===== src/rtl/mem_port_arbiter.sv =====
// Three-way arbiter for the single external memory port (icache, dcache, uncached).
// Fixed priority uncached > dcache > icache; define MEM_ARB_ROUND_ROBIN_EN for round-robin.
module mem_port_arbiter #(
   parameter int ADDR_WIDTH = 32,
   parameter int DATA_WIDTH = 32
) (
   input  logic                  clk,
   input  logic                  rst,
   input  logic                  icache_en_i,
   input  logic [3:0]            icache_byte_en_i,
   input  logic [ADDR_WIDTH-1:0] icache_addr_i,
   input  logic [DATA_WIDTH-1:0] icache_wdata_i,
   output logic                  icache_ready_o,
   output logic [DATA_WIDTH-1:0] icache_rdata_o,
   input  logic                  dcache_en_i,
   input  logic [3:0]            dcache_byte_en_i,
   input  logic [ADDR_WIDTH-1:0] dcache_addr_i,
   input  logic [DATA_WIDTH-1:0] dcache_wdata_i,
   output logic                  dcache_ready_o,
   output logic [DATA_WIDTH-1:0] dcache_rdata_o,
   input  logic                  uncached_en_i,
   input  logic [3:0]            uncached_byte_en_i,
   input  logic [ADDR_WIDTH-1:0] uncached_addr_i,
   input  logic [DATA_WIDTH-1:0] uncached_wdata_i,
   output logic                  uncached_ready_o,
   output logic [DATA_WIDTH-1:0] uncached_rdata_o,
   output logic                  mem_en_o,
   output logic [3:0]            mem_byte_en_o,
   output logic [ADDR_WIDTH-1:0] mem_addr_o,
   output logic [DATA_WIDTH-1:0] mem_wdata_o,
   input  logic                  mem_ready_i,
   input  logic [DATA_WIDTH-1:0] mem_rdata_i,
   output logic [1:0]            grant_o
);

   localparam logic [1:0] G_NONE = 2'd0;
   localparam logic [1:0] G_IC   = 2'd1;
   localparam logic [1:0] G_DC   = 2'd2;
   localparam logic [1:0] G_UC   = 2'd3;

   typedef enum logic [1:0] {IDLE, REQ, RESP} state_t;

   state_t     state_q, state_d;
   logic [1:0] winner;
   logic [3:1] req;

   logic [3:0]            sel_byte_en;
   logic [ADDR_WIDTH-1:0] sel_addr;
   logic [DATA_WIDTH-1:0] sel_wdata;

   assign req = {uncached_en_i, dcache_en_i, icache_en_i};

`ifdef MEM_ARB_ROUND_ROBIN_EN
   logic [1:0] last_q;

   // Search starts at the requester after the last one granted.
   always_comb begin
      winner = G_NONE;
      case (last_q)
         G_UC: begin
            if      (req[1]) winner = G_IC;
            else if (req[2]) winner = G_DC;
            else if (req[3]) winner = G_UC;
         end
         G_DC: begin
            if      (req[3]) winner = G_UC;
            else if (req[1]) winner = G_IC;
            else if (req[2]) winner = G_DC;
         end
         default: begin
            if      (req[2]) winner = G_DC;
            else if (req[3]) winner = G_UC;
            else if (req[1]) winner = G_IC;
         end
      endcase
   end

   always_ff @(posedge clk or negedge rst) begin
      if (!rst)                                   last_q <= G_IC;
      else if (state_q == IDLE && winner != G_NONE) last_q <= winner;
   end
`else
   always_comb begin
      winner = G_NONE;
      if      (req[3]) winner = G_UC;
      else if (req[2]) winner = G_DC;
      else if (req[1]) winner = G_IC;
   end
`endif

   always_comb begin
      sel_byte_en = icache_byte_en_i;
      sel_addr    = icache_addr_i;
      sel_wdata   = icache_wdata_i;
      case (winner)
         G_DC: begin
            sel_byte_en = dcache_byte_en_i;
            sel_addr    = dcache_addr_i;
            sel_wdata   = dcache_wdata_i;
         end
         G_UC: begin
            sel_byte_en = uncached_byte_en_i;
            sel_addr    = uncached_addr_i;
            sel_wdata   = uncached_wdata_i;
         end
         default: ;
      endcase
   end

   always_ff @(posedge clk or negedge rst) begin
      if (!rst) state_q <= IDLE;
      else      state_q <= state_d;
   end

   always_comb begin
      state_d = state_q;
      case (state_q)
         IDLE:    if (winner != G_NONE) state_d = REQ;
         REQ:     if (mem_ready_i)      state_d = RESP;
         RESP:    state_d = IDLE;
         default: state_d = IDLE;
      endcase
   end

   // All port-facing outputs are registered so the bus sees a stable request.
   always_ff @(posedge clk or negedge rst) begin
      if (!rst) begin
         mem_en_o         <= 1'b0;
         mem_byte_en_o    <= '0;
         mem_addr_o       <= '0;
         mem_wdata_o      <= '0;
         grant_o          <= G_NONE;
         icache_ready_o   <= 1'b0;
         dcache_ready_o   <= 1'b0;
         uncached_ready_o <= 1'b0;
         icache_rdata_o   <= '0;
         dcache_rdata_o   <= '0;
         uncached_rdata_o <= '0;
      end else begin
         icache_ready_o   <= 1'b0;
         dcache_ready_o   <= 1'b0;
         uncached_ready_o <= 1'b0;
         case (state_q)
            IDLE: begin
               if (winner != G_NONE) begin
                  mem_en_o      <= 1'b1;
                  mem_byte_en_o <= sel_byte_en;
                  mem_addr_o    <= sel_addr;
                  mem_wdata_o   <= sel_wdata;
                  grant_o       <= winner;
               end
            end
            REQ: begin
               if (mem_ready_i) begin
                  mem_en_o <= 1'b0;
                  case (grant_o)
                     G_IC: begin
                        icache_ready_o <= 1'b1;
                        icache_rdata_o <= mem_rdata_i;
                     end
                     G_DC: begin
                        dcache_ready_o <= 1'b1;
                        dcache_rdata_o <= mem_rdata_i;
                     end
                     G_UC: begin
                        uncached_ready_o <= 1'b1;
                        uncached_rdata_o <= mem_rdata_i;
                     end
                     default: ;
                  endcase
               end
            end
            RESP:    grant_o <= G_NONE;
            default: ;
         endcase
      end
   end

endmodule

===== config.mk =====
export PLATFORM = sky130hd
export DESIGN_NAME = mem_port_arbiter
export DESIGN_NICKNAME = d
export VERILOG_FILES = /design/src/rtl/mem_port_arbiter.sv
export SDC_FILE = /design/constraint.sdc
export NUM_CORES = 1
export LEC_CHECK = 0
export ABC_AREA = 1
export BUFFER_PORTS_ARGS = -buffer_cell sky130_fd_sc_hd__buf_2
export CAP_MARGIN = 20
export CORE_AREA = 2 2 161 163
export CTS_CLUSTER_DIAMETER = 200
export DETAILED_ROUTE_END_ITERATION = 6
export DIE_AREA = 0 0 163 165
export PLACE_DENSITY = 0.6
export SLEW_MARGIN = 15
export SYNTH_ARGS = -nofsm -noshare
export SYNTH_HDL_FRONTEND = slang
export SYNTH_SLANG_ARGS = --single-unit

===== constraint.sdc =====
create_clock -name clk -period 1.4 [get_ports clk]
set_clock_uncertainty 0.05 [all_clocks]
set_input_delay 0.14 -clock clk [delete_from_list [all_inputs] [get_ports clk]]
set_output_delay 0.14 -clock clk [all_outputs]
set_load 0.005 [all_outputs]

==> impl_metrics.tcl <==
set metrics [dict create \
    netlist_area_sq_um 7999 \
    drtIter0Drc 694 \
    via_count 9591 \
    die_h_um 165 \
    grt_start_max_net_pins 74 \
    clock_tree.buffer_depth 2 \
    ant_nets 0 \
    worst_slack_ps -3.843 \
    synth-compound-area-share_pct 6.366 \
    drc 0 \
    tns_ps -4.102 \
    outcome "finished with violations" \
    grt_antenna_before_repair 3 \
    grt_pass1_wl_mm 48.96 \
    yosys_warnings 0 \
    clock_sinks 172 \
    violations "setup timing" \
    dp_slack_ps 47.25 \
    gp_congestion 0.8670 \
    syn_to_final_growth_pct 66.12 \
    rr_startpoint "grant_o[0]" \
    via_per_inst 4.886 \
    syn_avg_cell_area_sq_um 7.691 \
    worst_ep_arrival_time_ps 1720 \
    htreeDepth 4 \
    dpl_cell_area_sq_um 10580 \
    worst_pin_slew_ps 448.2 \
    die_area_sq_um 26900 \
    p_per_area_nw_per_um2 1721 \
    synth-edff-count 0 \
    syn_inst 1040 \
    synth_xor_area_share_pct 0 \
    clkTransAtPathRegs_ps 80 \
    synth_top_family_by_area "simple AND/OR/NAND/NOR gates" \
    syn_nets 1282 \
    ys_types 18 \
    cts_tree "done" \
    grt_remaining_overflow 0 \
    io_buffers 411 \
    yosysSeqAreaShare_pct 53.81 \
    pin_count 412 \
    final_layout_size_suffix_gt1_share_pct 32.94 \
    cp-end-kind "register" \
    hold_violations 0 \
    whs_path_depth 5 \
    first_global_vias 9353 \
    core_sq_um 25040 \
    synthMuxAreaShare_pct 0 \
    wl_per_cell_um 17.37 \
    fin_crit_sh_pct 100.3 \
    cts_buffers 17 \
    grtUsageMet2_pct 40.79 \
    top_usage_layer "met2" \
    async_reset_ff_share_pct 100.0 \
    rsz0062_at_grt "yes" \
    p_leak_nw 7.231 \
    hold_class "primary input to register" \
    met3_usage_pct 5.550 \
    nets 1859 \
    synthAdderAreaFrac_pct 0 \
    initial_core_util_pct 31.95 \
    clock-root-buffer "clkbuf_16" \
    layout_min_cycle_time_ps 1404 \
    utilization_pct 53.07 \
    ys.flop_type "dfrtp_1" \
    yosys.area_share.simple_pct 34.80 \
    fmax_mhz 712.3 \
    worstSetupPathType "primary input to register" \
    report.final.slew_viol_count 0 \
    worstSkewPairLatency_ps 410 \
    hold_start "uncached_wdata_i[5]" \
    final_cell_mix "nand2_1, buf_2, dfrtp_1" \
    setup_viol 2 \
    dp_hpwl_mm 21.41 \
    worstSetupStartpointType "primary input" \
    placementRows 58 \
    die_w_um 163 \
    relSlewSlack_pct 70.12 \
    firstDrtPassIters 5 \
    rrSetupSlack_ps 20 \
    stdcell_area_sq_um 13290 \
    r2r_end "dcache_rdata_o[2]" \
    maxCapViolCount 0 \
    final_common_cell "nand2_1" \
    grtUsageTotal_pct 23.26 \
    crit_fanout 16 \
    ir_drop_mv 0.9848 \
    crit_end "mem_addr_o[10]" \
    ys_seq_elements 172 \
    reg2reg_depth 7 \
    drt-total-wl_mm 34.09 \
    grt.met1_usage_pct 27.67 \
    critical_path.startpoint "uncached_en_i" \
    required_ps 1710 \
    timing.hold.ws_ps 6.389 \
]
## cells by family (layout without fill, tap and decap cells)
kind of cell	Yosys count	after routing
DFF	172	172
other	0	3
buffers and inverters	79	669
AOI/OAI and AO/OA	101	101
and+or+nand+nor	688	688
## state kept, by name, indices dropped and copies added, names as in the netlist
signal / count
dcache_rdata_o: 32
dcache_ready_o: 1
grant_o: 2
icache_rdata_o: 32
icache_ready_o: 1
mem_addr_o: 32
mem_byte_en_o: 4
mem_en_o: 1
mem_wdata_o: 32
state_q: 2
uncached_rdata_o: 32
uncached_ready_o: 1
## power by group
part,internal [mW],switching (mW)
Clock,2.60,2.37
Sequential,7.20,1.27
Combinational,4.19,5.23
Total,14.0,8.88
## worst min-delay path by stage
stage | endpoint | slack, ps
2_1_floorplan | dcache_rdata_o[0] | -210
3_3_place_gp | dcache_rdata_o[4] | 50
3_5_place_dp | dcache_rdata_o[30] | 50
4_1_cts | mem_byte_en_o[1] | 1
5_1_grt | mem_addr_o[8] | 9
6_report | mem_wdata_o[5] | 6
## Yosys cell counts, types with 2 or more instances
master    count  area, sq um
o21ai_0      91        455.4
nand3b_1      2        15.01
clkbuf_1     30        112.6
buf_4        18        135.1
nor2_2        4        25.02
inv_1         3        11.26
buf_2        18        90.09
o21ai_1       9        45.04
dfrtp_1     172         4304
nand3_1     139        695.7
buf_1         5        18.77
nand2_1     539         2023
inv_2         3        11.26
nor2_1        2        7.510
buf_6         2        22.52
## stage by stage
step	total power, mW	instances
2_1_floorplan	12.23	1040
3_3_place_gp	16.53	1745
3_5_place_dp	16.71	1745
4_1_cts	22.18	1940
5_1_grt	24.47	1963
6_report	22.86	1963
## worst max-delay path: stages
cell and delay (ps):
buf_4 160, buf_12 140, nor2_4 160, buf_4 160, clkbuf_16 170, nand2_1 60
nand3_1 60, dlygate4sd3_1 560, nand2_1 50, nand2_1 50
## layout make-up
| class | instances | area (sq um) |
|---|---|---|
| Fill cell | 2385 | 11750 |
| Sequential cell | 172 | 4304 |
| Tap cell | 330 | 412.9 |
| Multi-Input combinational cell | 789 | 3371 |
| Timing Repair Buffer | 631 | 4549 |
| Clock inverter | 15 | 195.2 |
| Antenna cell | 3 | 7.507 |
| Clock buffer | 17 | 425.4 |
| Inverter | 6 | 22.52 |
## layer usage
metal / vias to the layer above / part of all wire, %
met2: 481 / 49
met3: 75 / 7.2
li1: 4480 / -
met5: - / 0
met1: 4555 / 40
met4: 0 / 3.6
## what timing repair did
item / in CTS / in global routing
endpoints found under the hold margin: 300 / 0
resized for setup: 0 / 35
buffers inserted: 0 / 10
endpoints found under the setup margin: 0 / 96
hold buffers: 163 / 0
Power figures use the tool's default switching activity.
